--- src/rtl/vga_timing_fetch_if.sv ---
// vga_timing_fetch_if: pixel FIFO read side and video output bundle for vga_timing_fetch.
//   pix_data     FIFO head pixel {R,G,B}, valid when pix_empty=0
//   pix_empty    FIFO empty
//   pix_rd       FIFO pop (combinational in the timing block)
//   video_hs/vs  active-low syncs, registered
//   video_blank  1 = active display pixel, registered
//   video_rgb    pixel colour, registered
//   frame_start  pulse at the first pixel of a frame
//   line_start   pulse at the first pixel of every active line
//   underflow    sticky FIFO underflow flag
// master: the timing/fetch block. slave: FIFO + display side.
interface vga_timing_fetch_if;
    logic [23:0] pix_data;
    logic        pix_empty;
    logic        pix_rd;
    logic        video_hs;
    logic        video_vs;
    logic        video_blank;
    logic [23:0] video_rgb;
    logic        frame_start;
    logic        line_start;
    logic        underflow;

    modport master (
        input  pix_data,
        input  pix_empty,
        output pix_rd,
        output video_hs,
        output video_vs,
        output video_blank,
        output video_rgb,
        output frame_start,
        output line_start,
        output underflow
    );

    modport slave (
        output pix_data,
        output pix_empty,
        input  pix_rd,
        input  video_hs,
        input  video_vs,
        input  video_blank,
        input  video_rgb,
        input  frame_start,
        input  line_start,
        input  underflow
    );
endinterface

--- src/rtl/vga_timing_fetch.sv ---
// vga_timing_fetch: pixel-clock video timing generator that pops one pixel per active pixel
// from a first-word-fall-through FIFO and drives registered HS/VS/BLANK/RGB.
// Ports:
//   i_pixel_clk  pixel clock
//   i_pixel_rst  synchronous active-high reset
//   io_vid       vga_timing_fetch_if.master (FIFO read side, video outputs, markers)
// Line/frame order: active, front porch, sync pulse, back porch.
module vga_timing_fetch #(
    parameter int unsigned HDISP  = 800,
    parameter int unsigned VDISP  = 480,
    parameter int unsigned HFP    = 40,
    parameter int unsigned HPULSE = 48,
    parameter int unsigned HBP    = 40,
    parameter int unsigned VFP    = 13,
    parameter int unsigned VPULSE = 3,
    parameter int unsigned VBP    = 29
) (
    input  logic               i_pixel_clk,
    input  logic               i_pixel_rst,
    vga_timing_fetch_if.master io_vid
);

    localparam int unsigned HTOTAL = HDISP + HFP + HPULSE + HBP;
    localparam int unsigned VTOTAL = VDISP + VFP + VPULSE + VBP;
    localparam int unsigned HW     = $clog2(HTOTAL);
    localparam int unsigned VW     = $clog2(VTOTAL);

    localparam logic [HW-1:0] H_DISP_END = HW'(HDISP);
    localparam logic [HW-1:0] H_SYNC_BEG = HW'(HDISP + HFP);
    localparam logic [HW-1:0] H_SYNC_END = HW'(HDISP + HFP + HPULSE);
    localparam logic [HW-1:0] H_LAST     = HW'(HTOTAL - 1);
    localparam logic [VW-1:0] V_DISP_END = VW'(VDISP);
    localparam logic [VW-1:0] V_SYNC_BEG = VW'(VDISP + VFP);
    localparam logic [VW-1:0] V_SYNC_END = VW'(VDISP + VFP + VPULSE);
    localparam logic [VW-1:0] V_LAST     = VW'(VTOTAL - 1);

    logic [HW-1:0] r_hcnt;
    logic [VW-1:0] r_vcnt;
    logic          r_hs;
    logic          r_vs;
    logic          r_blank;
    logic [23:0]   r_rgb;
    logic          r_underflow;

    logic w_h_wrap;
    logic w_v_active;
    logic w_active;
    logic w_hs_n;
    logic w_vs_n;
    logic w_pix_rd;
    logic w_line_first;

    always_comb begin
        w_h_wrap     = (r_hcnt == H_LAST);
        w_v_active   = (r_vcnt < V_DISP_END);
        w_active     = (r_hcnt < H_DISP_END) && w_v_active;
        w_hs_n       = !((r_hcnt >= H_SYNC_BEG) && (r_hcnt < H_SYNC_END));
        w_vs_n       = !((r_vcnt >= V_SYNC_BEG) && (r_vcnt < V_SYNC_END));
        w_line_first = (r_hcnt == '0) && !i_pixel_rst;
        // Markers and pop are gated during reset so nothing upstream moves while held.
        w_pix_rd     = w_active && !io_vid.pix_empty && !i_pixel_rst;
    end

    always_ff @(posedge i_pixel_clk) begin
        if (i_pixel_rst) begin
            r_hcnt      <= '0;
            r_vcnt      <= '0;
            r_hs        <= 1'b1;
            r_vs        <= 1'b1;
            r_blank     <= 1'b0;
            r_rgb       <= '0;
            r_underflow <= 1'b0;
        end else begin
            r_hcnt <= w_h_wrap ? '0 : r_hcnt + 1'b1;
            if (w_h_wrap) begin
                r_vcnt <= (r_vcnt == V_LAST) ? '0 : r_vcnt + 1'b1;
            end
            r_hs    <= w_hs_n;
            r_vs    <= w_vs_n;
            r_blank <= w_active;
            // A missing pixel is skipped (shown black), never delayed, so timing never stalls.
            r_rgb   <= w_pix_rd ? io_vid.pix_data : '0;
            if (w_active && io_vid.pix_empty) begin
                r_underflow <= 1'b1;
            end
        end
    end

    assign io_vid.pix_rd      = w_pix_rd;
    assign io_vid.frame_start = w_line_first && (r_vcnt == '0);
    assign io_vid.line_start  = w_line_first && w_v_active;
    assign io_vid.video_hs    = r_hs;
    assign io_vid.video_vs    = r_vs;
    assign io_vid.video_blank = r_blank;
    assign io_vid.video_rgb   = r_rgb;
    assign io_vid.underflow   = r_underflow;

endmodule

--- src/flat_wrapper.sv ---
// flat-port wrapper written by rule: the top's interface ports become plain ports
module vga_timing_fetch_flat 
#(
    parameter int unsigned HDISP  = 800,
    parameter int unsigned VDISP  = 480,
    parameter int unsigned HFP    = 40,
    parameter int unsigned HPULSE = 48,
    parameter int unsigned HBP    = 40,
    parameter int unsigned VFP    = 13,
    parameter int unsigned VPULSE = 3,
    parameter int unsigned VBP    = 29
)
  (i_pixel_clk, i_pixel_rst, io_vid_pix_data, io_vid_pix_empty, io_vid_pix_rd, io_vid_video_hs, io_vid_video_vs, io_vid_video_blank, io_vid_video_rgb, io_vid_frame_start, io_vid_line_start, io_vid_underflow);
  vga_timing_fetch_if io_vid_i ();
  input  logic i_pixel_clk;
  input  logic i_pixel_rst;
  input wire logic [$bits(io_vid_i.pix_data)-1:0] io_vid_pix_data;
  input wire logic [$bits(io_vid_i.pix_empty)-1:0] io_vid_pix_empty;
  output wire logic [$bits(io_vid_i.pix_rd)-1:0] io_vid_pix_rd;
  output wire logic [$bits(io_vid_i.video_hs)-1:0] io_vid_video_hs;
  output wire logic [$bits(io_vid_i.video_vs)-1:0] io_vid_video_vs;
  output wire logic [$bits(io_vid_i.video_blank)-1:0] io_vid_video_blank;
  output wire logic [$bits(io_vid_i.video_rgb)-1:0] io_vid_video_rgb;
  output wire logic [$bits(io_vid_i.frame_start)-1:0] io_vid_frame_start;
  output wire logic [$bits(io_vid_i.line_start)-1:0] io_vid_line_start;
  output wire logic [$bits(io_vid_i.underflow)-1:0] io_vid_underflow;
  assign io_vid_i.pix_data = io_vid_pix_data;
  assign io_vid_i.pix_empty = io_vid_pix_empty;
  assign io_vid_pix_rd = io_vid_i.pix_rd;
  assign io_vid_video_hs = io_vid_i.video_hs;
  assign io_vid_video_vs = io_vid_i.video_vs;
  assign io_vid_video_blank = io_vid_i.video_blank;
  assign io_vid_video_rgb = io_vid_i.video_rgb;
  assign io_vid_frame_start = io_vid_i.frame_start;
  assign io_vid_line_start = io_vid_i.line_start;
  assign io_vid_underflow = io_vid_i.underflow;
  vga_timing_fetch #(.HDISP(HDISP), .VDISP(VDISP), .HFP(HFP), .HPULSE(HPULSE), .HBP(HBP), .VFP(VFP), .VPULSE(VPULSE), .VBP(VBP)) u_core (.i_pixel_clk(i_pixel_clk), .i_pixel_rst(i_pixel_rst), .io_vid(io_vid_i));
endmodule
--- config.mk ---
export PLATFORM = sky130hd
export DESIGN_NAME = vga_timing_fetch_flat
export DESIGN_NICKNAME = d
export VERILOG_FILES = /design/src/rtl/vga_timing_fetch_if.sv /design/src/rtl/vga_timing_fetch.sv /design/src/flat_wrapper.sv
export SDC_FILE = /design/constraint.sdc
export NUM_CORES = 1
export LEC_CHECK = 0
export ABC_AREA = 1
export BUFFER_PORTS_ARGS = -buffer_cell sky130_fd_sc_hd__buf_4
export CAP_MARGIN = 0
export CORE_ASPECT_RATIO = 0.7
export CORE_MARGIN = 1.5
export CORE_UTILIZATION = 40
export CTS_CLUSTER_DIAMETER = 80
export DETAILED_ROUTE_END_ITERATION = 8
export PLACE_DENSITY_LB_ADDON = 0.15
export SKIP_CTS_REPAIR_TIMING = 1
export SLEW_MARGIN = 20
export SYNTH_ARGS = -nofsm -noshare
export SYNTH_HDL_FRONTEND = slang
export SYNTH_SLANG_ARGS = --single-unit
--- constraint.sdc ---
create_clock -name i_pixel_clk -period 2.25 [get_ports i_pixel_clk]
set_input_delay 0.5625 -clock i_pixel_clk [delete_from_list [all_inputs] [get_ports i_pixel_clk]]
set_output_delay 0.5625 -clock i_pixel_clk [all_outputs]
set_load 0.1 [all_outputs]
==> summary.txt, run 1 <==
Route
  – First drt pass iteration count: 4
  – Post-route antenna net violation count: 0
  – Post-Route WL: about 4.6 mm
  – Vias per Instance: between 4 and 5
  – 1st-iter DRT viols: 84
  – Residual DRC: 0
  – Via Count: 1866
  – DR WL/cell: 11.0 µm

Clocking
  – Clk_lat worst skew: 0.29 ns
  – CTS Buf Count: 5
  – CTS tree: built
  – Htree depth: 2
  – Clk slew on worst S/H paths: 0.09 ns
  – CTS max path bufs: 2
  – Sinks on Clock Net: between 40 and 50
  – CTS root buf: clkbuf_8

Synth
  – Avg Cell Area, Syn: 7.45 µm²
  – Top cell type's share of synthesized area: 45.6%
  – Synthesis warning total: 0
  – Sequential area share after synthesis: 45.6%
  – Synth top cells by count: 54 x inv_1, 49 x nand2_1, 48 x dfxtp_1
  – Mapped Cells: 283
  – Area contributors post-synth: dfxtp_1 46%, inv_1 9.6%, nand2_1 8.7%, nor2_1 7.3%, nor2_2 5.9%
  – Mapped Area: about 2100 µm²
  – Main synth FF type: dfxtp_1
  – Post-synth cell types: 23
  – Async S/R FF share, synth: 0%
  – Syn_nets: 316
  – EDFF count, synth: 0
  – Register bit total from synthesis: 48
  – Count leader, synth: inv_1
  – Dominant cell type by area after synthesis: dfxtp_1

Placement
  – Dpl hpwl: 3.56 mm
  – Port Buffers: 57
  – Final Wtd Congestion: 0.927

Cells and area
  – Layout cells sized above 1: 30.7%
  – Layout area overhead: 30.7%
  – Fin util: 56.1%
  – ANT cells: 0
  – # nets final: between 300 and 400

Worst hold path
  – HP Start: u_core.r_hcnt[0]
  – Min-delay worst type: reg2reg

STA
  – Max-slew violations: 0
  – Max Clock Skew: 0.00684 ns
  – Min Tclk post-route: 2.16 ns
  – Final Cycle Share: between 90% and 100%
  – Finish-stage setup viols: 0
  – F_max: 463 MHz
  – Final TNS setup: 0 ns
  – Normalized max-slew margin: 73.5%
  – Unrepaired setup endpoints after global routing: yes
  – Worst-margin pin slew: 0.397 ns
  – Final Hold Fails: 0
  – Worst hold slack: 0.437 ns

Floorplanning
  – Initial Util: 42.9%
  – FP Rows: 21
  – Chip height: 63.7 µm
  – Die ar.: 5720 µm²
  – I/O Pins: 58
  – Die W: 89.8 µm
  – Core area: 4910 µm²

Power and ir drop
  – Cell Pwr Density: roughly 630 nW/µm²
  – Worst IR drop on VDD: 0.276 mV
  – LEAKAGE: 1.35 nW

Worst setup path
  – Critical Path Sink Type: primary output
  – Critical path launch point type: register
  – Worst Path Buf+Inv: 2
  – Worst Path Max Fanout: 4
  – Critical path arrival: 1.60 ns
  – WS Path Type: reg2out
  – Largest stage delay on the critical path: 0.34 ns
  – Reg-to-reg startpoint: u_core.r_vcnt[7]
  – Top Family by Delay on Critical Path: simple AND/OR/NAND/NOR gates
  – CP cell instances: inv_1, ha_1, nand2_1, nor2_2, nand3_2, nor3_4, buf_12
  – CP Launch Point: u_core.r_hcnt[0]
  – Critical Path RT: between 1.5 and 2 ns
  – CP max-delay cell: dfxtp_2

Outcome
  – Status: finished, final reports clean

Global routing
  – Largest net degree at the start of global routing: 25
  – Total grt overflow: 0
  – GRT Util Overall: 16.9%
  – Vias in the first global route: 1666
  – Initial antenna violation count: 0
  – Global-route wire length before repair: 7.79 mm

Run
  – Number of max-cap violations: 0
==> registers in the layout (all words and copies together) (netlist names) <==
register / count
u_core.io_vid.video_hs: 1
u_core.io_vid.video_blank: 1
u_core.r_vcnt: 10
u_core.io_vid.video_rgb: 24
u_core.io_vid.video_vs: 1
u_core.io_vid.underflow: 1
u_core.r_hcnt: 10
==> power breakdown <==
| part | total, mW | switching, mW | internal, mW | leakage, nW |
|---|---|---|---|---|
| logic | 0.332 | 0.243 | 0.0897 | 0.911 |
| registers | 0.884 | 0.0102 | 0.873 | 0.392 |
| clock network | 0.534 | 0.284 | 0.250 | 0.0445 |
| total | 1.75 | 0.537 | 1.21 | 1.35 |
==> placed cells by master, fill, tap and decap left out, drive strengths merged <==
cell type	synthesis	routed
dfxtp	48	48
nor3b	1	1
inv	58	57
nand3	21	21
xor2	2	2
clkinv	1	1
clkbuf	0	7
ha	6	6
nand4	10	10
o2111ai	1	1
a21oi	8	8
nor2	62	62
buf	2	59
o21ai	3	3
clkinvlp	0	2
nand2	54	54
nor3	6	6
==> metrics by stage <==
stage	instance area (µm²)	setup slack [ns]	total power, mW	cells
global route	2760	0.00130	1.83	417
global placement	2630	0.169	1.22	409
CTS	2720	0.0183	1.76	417
detailed placement	2630	0.184	1.23	409
floorplan	2120	-0.317	1.14	283
finish	2760	0.0925	1.75	417
==> cell families after synthesis <==
family	synth area share, %
compound gates	3.20
xor+xnor	0.831
fa+ha+maj	3.56
buf+inv	11.8
flops	45.6
simple gates	35.0
==> routing by layer <==
| layer | up-vias | global-route usage, % | wire length (µm) |
|---|---|---|---|
| li1 | 989 | - | - |
| met1 | 838 | 23.6 | 2260 |
| met2 | 37 | 26.5 | 2090 |
| met3 | 2 | 4.05 | 216 |
| met4 | 0 | 4.17 | 14 |
| met5 | - | 0 | 0 |
==> path summary, 6_finish.rpt <==
path	endpoint	slack, ns	depth (start not counted)
min	u_core.r_hcnt[0]	0.44	1
min reg2reg	u_core.r_hcnt[0]	0.44	1
max reg2reg	u_core.io_vid.video_rgb[0]	0.71	6
max	io_vid_frame_start	0.09	7
==> cell type report <==
| type | instances | area (µm²) |
|---|---|---|
| Clock buffer | 7 | 86.3 |
| Clock inverter | 1 | 7.51 |
| Fill cell | 479 | 2160 |
| Inverter | 59 | 230 |
| Multi-Input combinational cell | 174 | 925 |
| Sequential cell | 48 | 962 |
| Tap cell | 69 | 86.3 |
| Timing Repair Buffer | 59 | 459 |
==> worst register-to-register path, cell delays in order, from the launching register on <==
cell and delay, ns:
dfxtp_1 0.45, nand4_1 0.19, nand2_1 0.22, nor2_4 0.08, nand2_4 0.07, buf_4 0.33, nor2_1 0.09
(Power assumes the default switching activity.)
==> run 2: changes to the inputs <==
ABC_AREA = not set   (was 1)
==> run 2 against run 1 <==
  * The flow now finishes with violations (DRC, setup timing)
  * Core utilization up 1.8 points
  * Hold slack gained 0.024 ns
  * Clock power decreased by 3%
  * Count of clock-buffer cells in the layout is 1 higher
  * Maximum frequency fell by 15%
  * Cell count down 24%
  * Power is 2.2% lower
  * Global-route usage down 0.43 points
==> summary.txt, run 2 <==
Outcome
  – Status: complete, but fails checks
  – Failing checks: DRC, setup timing

Clocking
  – Sinks on Clock Net: 48
  – Clk slew on worst S/H paths: 0.08 ns
  – CTS tree: built
  – CTS Buf Count: 5
  – Clk_lat worst skew: 0.30 ns
  – CTS root buf: clkbuf_8
  – Htree depth: 2
  – CTS max path bufs: 2

Synth
  – Main synth FF type: dfxtp_1
  – Async S/R FF share, synth: 0%
  – Area contributors post-synth: dfxtp_1 51%, and2_1 8.0%, ha_1 4.0%, nor2_1 3.6%, xor2_1 3.3%
  – Post-synth cell types: 38
  – Synthesis warning total: 0
  – EDFF count, synth: 0
  – Synth top cells by count: 48 x dfxtp_1, 24 x and2_1, 18 x nor2_1
  – Mapped Area: 1880 µm²
  – Syn_nets: around 220
  – Register bit total from synthesis: 48
  – Avg Cell Area, Syn: between 9 and 10 µm²
  – Count leader, synth: dfxtp_1
  – Sequential area share after synthesis: 51.1%
  – Dominant cell type by area after synthesis: dfxtp_1
  – Mapped Cells: 191
  – Top cell type's share of synthesized area: 51.1%

Power and ir drop
  – Post-layout power: ~1.7 mW
  – LEAKAGE: about 1.1 nW
  – Cell Pwr Density: between 600 and 700 nW/µm²
  – Worst IR drop on VDD: around 0.33 mV

Floorplanning
  – Die ar.: 5130 µm²
  – Chip height: a little over 60 µm
  – Die W: 85.0 µm
  – Core area: around 4400 µm²
  – FP Rows: 20
  – Initial Util: 42.5%
  – I/O Pins: 58

STA
  – Unrepaired setup endpoints after global routing: yes
  – F_max: 396 MHz
  – Normalized max-slew margin: 70.8%
  – Worst-margin pin slew: around 0.44 ns
  – Finish-stage setup viols: 2
  – Final Hold Fails: 0
  – Max-slew violations: 0
  – Min Tclk post-route: 2.52 ns
  – Final worst slack: -0.274 ns
  – Max Clock Skew: 0.00567 ns
  – Final Cycle Share: 112%

Worst setup path
  – FF-to-FF setup slack: ~0.39 ns
  – Critical path launch point type: register
  – Critical Path RT: approximately 1.7 ns
  – Reg-to-reg startpoint: u_core.r_hcnt[0]
  – Worst Path Max Fanout: 2
  – Worst r2r dst: u_core.r_vcnt[8]
  – Critical path arrival: approximately 2.0 ns
  – Critical Path Sink Type: primary output
  – WS Path Type: reg2out
  – Cells on worst reg2reg path: 5

Route
  – Post-Route WL: 4.03 mm
  – First drt pass iteration count: 6
  – Via Count: 1541
  – Post-route antenna net violation count: 0
  – Residual DRC: 6
  – 1st-iter DRT viols: 89
  – Vias per Instance: 4.89
  – DR WL/cell: 12.8 µm

Placement
  – Final Wtd Congestion: 0.823
  – Dpl hpwl: a little over 3 mm
  – Port Buffers: 57
  – Placed cell areas: around 2400 µm²

Worst hold path
  – Hold Path Cell Cnt: 2
  – Min-delay worst type: in2reg
  – HP Start: io_vid_pix_data[12]
  – WHS Endpoint: u_core.io_vid.video_rgb[12]

Cells and area
  – ANT cells: 0
  – # nets final: 292
  – Fin util: 57.9%
  – Most common cell after layout, fill and taps aside: buf_4
  – Layout area overhead: 36.2%
  – # fillers: 397
  – Post-Layout Inst Area: 2560 µm²
  – Layout cells sized above 1: 32.7%
  – Most frequent cells in the layout: 66 x buf_4, 46 x dfxtp_1, 24 x and2_1, 17 x nor2_1, 11 x nand2_1
  – Max reg flops: 24

Global routing
  – GRT Util Overall: 16.5%
  – Total grt overflow: 0
  – Vias in the first global route: 1293
  – Largest net degree at the start of global routing: 25
  – Initial antenna violation count: 0
  – Global-route wire length before repair: between 6 and 7 mm

Run
  – Number of max-cap violations: 0
-- run 2: cell count changes in the layout (fill, tap and decap cells not counted), sizes merged, moves of 3 or more --
cell   previous run  this run
and3              0         7
nand3            21         7
nor2             62        18
inv              57         6
nor3              6         2
xnor2             0         4
nand4            10         7
nand2            54        11
and2              0        24
or4               0         5
nor4              0         4
buf              59        69
xor2              2         7
-- run 2: stage by stage --
stage	setup WS [ns]	hold slack [ns]	TNS, ns	instances
6_report	-0.274	0.461	-0.468	315
5_1_grt	-0.390	0.446	-0.724	315
4_1_cts	-0.365	0.454	-0.711	315
3_5_place_dp	-0.0244	0.453	-0.0244	307
3_3_place_gp	-0.0272	0.448	-0.0272	307
2_1_floorplan	-0.518	0.430	-0.876	191
-- run 2: layout make-up --
type	instances	area (µm²)	area share, %
sequential	48	963	37.6
multi-input combinational	129	871	34.0
inverter	6	22.5	0.879
clock buffer	8	90.1	3.52
tap	55	68.8	2.69
timing repair buffer	69	547	21.3
-- run 2: metal layers --
layer | part of all wire (%) | GRT usage (%) | wire length, µm
met3 | 7.6 | 4.76 | 305
met2 | 38 | 20.5 | 1540
met1 | 52 | 24.9 | 2110
met5 | 0 | 0 | 0
met4 | 1.9 | 9.37 | 77
-- run 2: cell families (layout without fill, tap and decap cells) --
kind of cell | Yosys count | count (layout) | synth area share (%)
simple gates | 97 | 97 | 30.2
fa+ha+maj | 6 | 6 | 3.99
compound gates | 15 | 15 | 5.12
buf+inv | 14 | 83 | 4.52
xor+xnor | 11 | 11 | 5.12
flops | 48 | 48 | 51.1
-- run 2: worst max path at each step --
stage / start / endpoint / slack [ns]
final: u_core.r_hcnt[2] / io_vid_frame_start / -0.27
after global routing: u_core.r_hcnt[2] / io_vid_frame_start / -0.39
after CTS: u_core.r_hcnt[2] / io_vid_frame_start / -0.37
after detailed placement: u_core.r_hcnt[2] / io_vid_frame_start / -0.02
after global placement: u_core.r_hcnt[2] / io_vid_frame_start / -0.03
after floorplan: u_core.r_hcnt[2] / io_vid_frame_start / -0.52
-- run 2: report_power, final --
part	leakage [nW]	total (mW)	internal [mW]	switching [mW]
Combinational	0.697	0.313	0.0907	0.222
Sequential	0.393	0.882	0.873	0.00879
Clock	0.0455	0.516	0.251	0.266
-- run 2: worst max-delay path: stages, from the launching register on --
cell and delay (ns):
dfxtp_1 0.32, or4_4 0.52, nor4_2 0.14, nand4b_1 0.21, nor4_4 0.21, buf_6 0.26
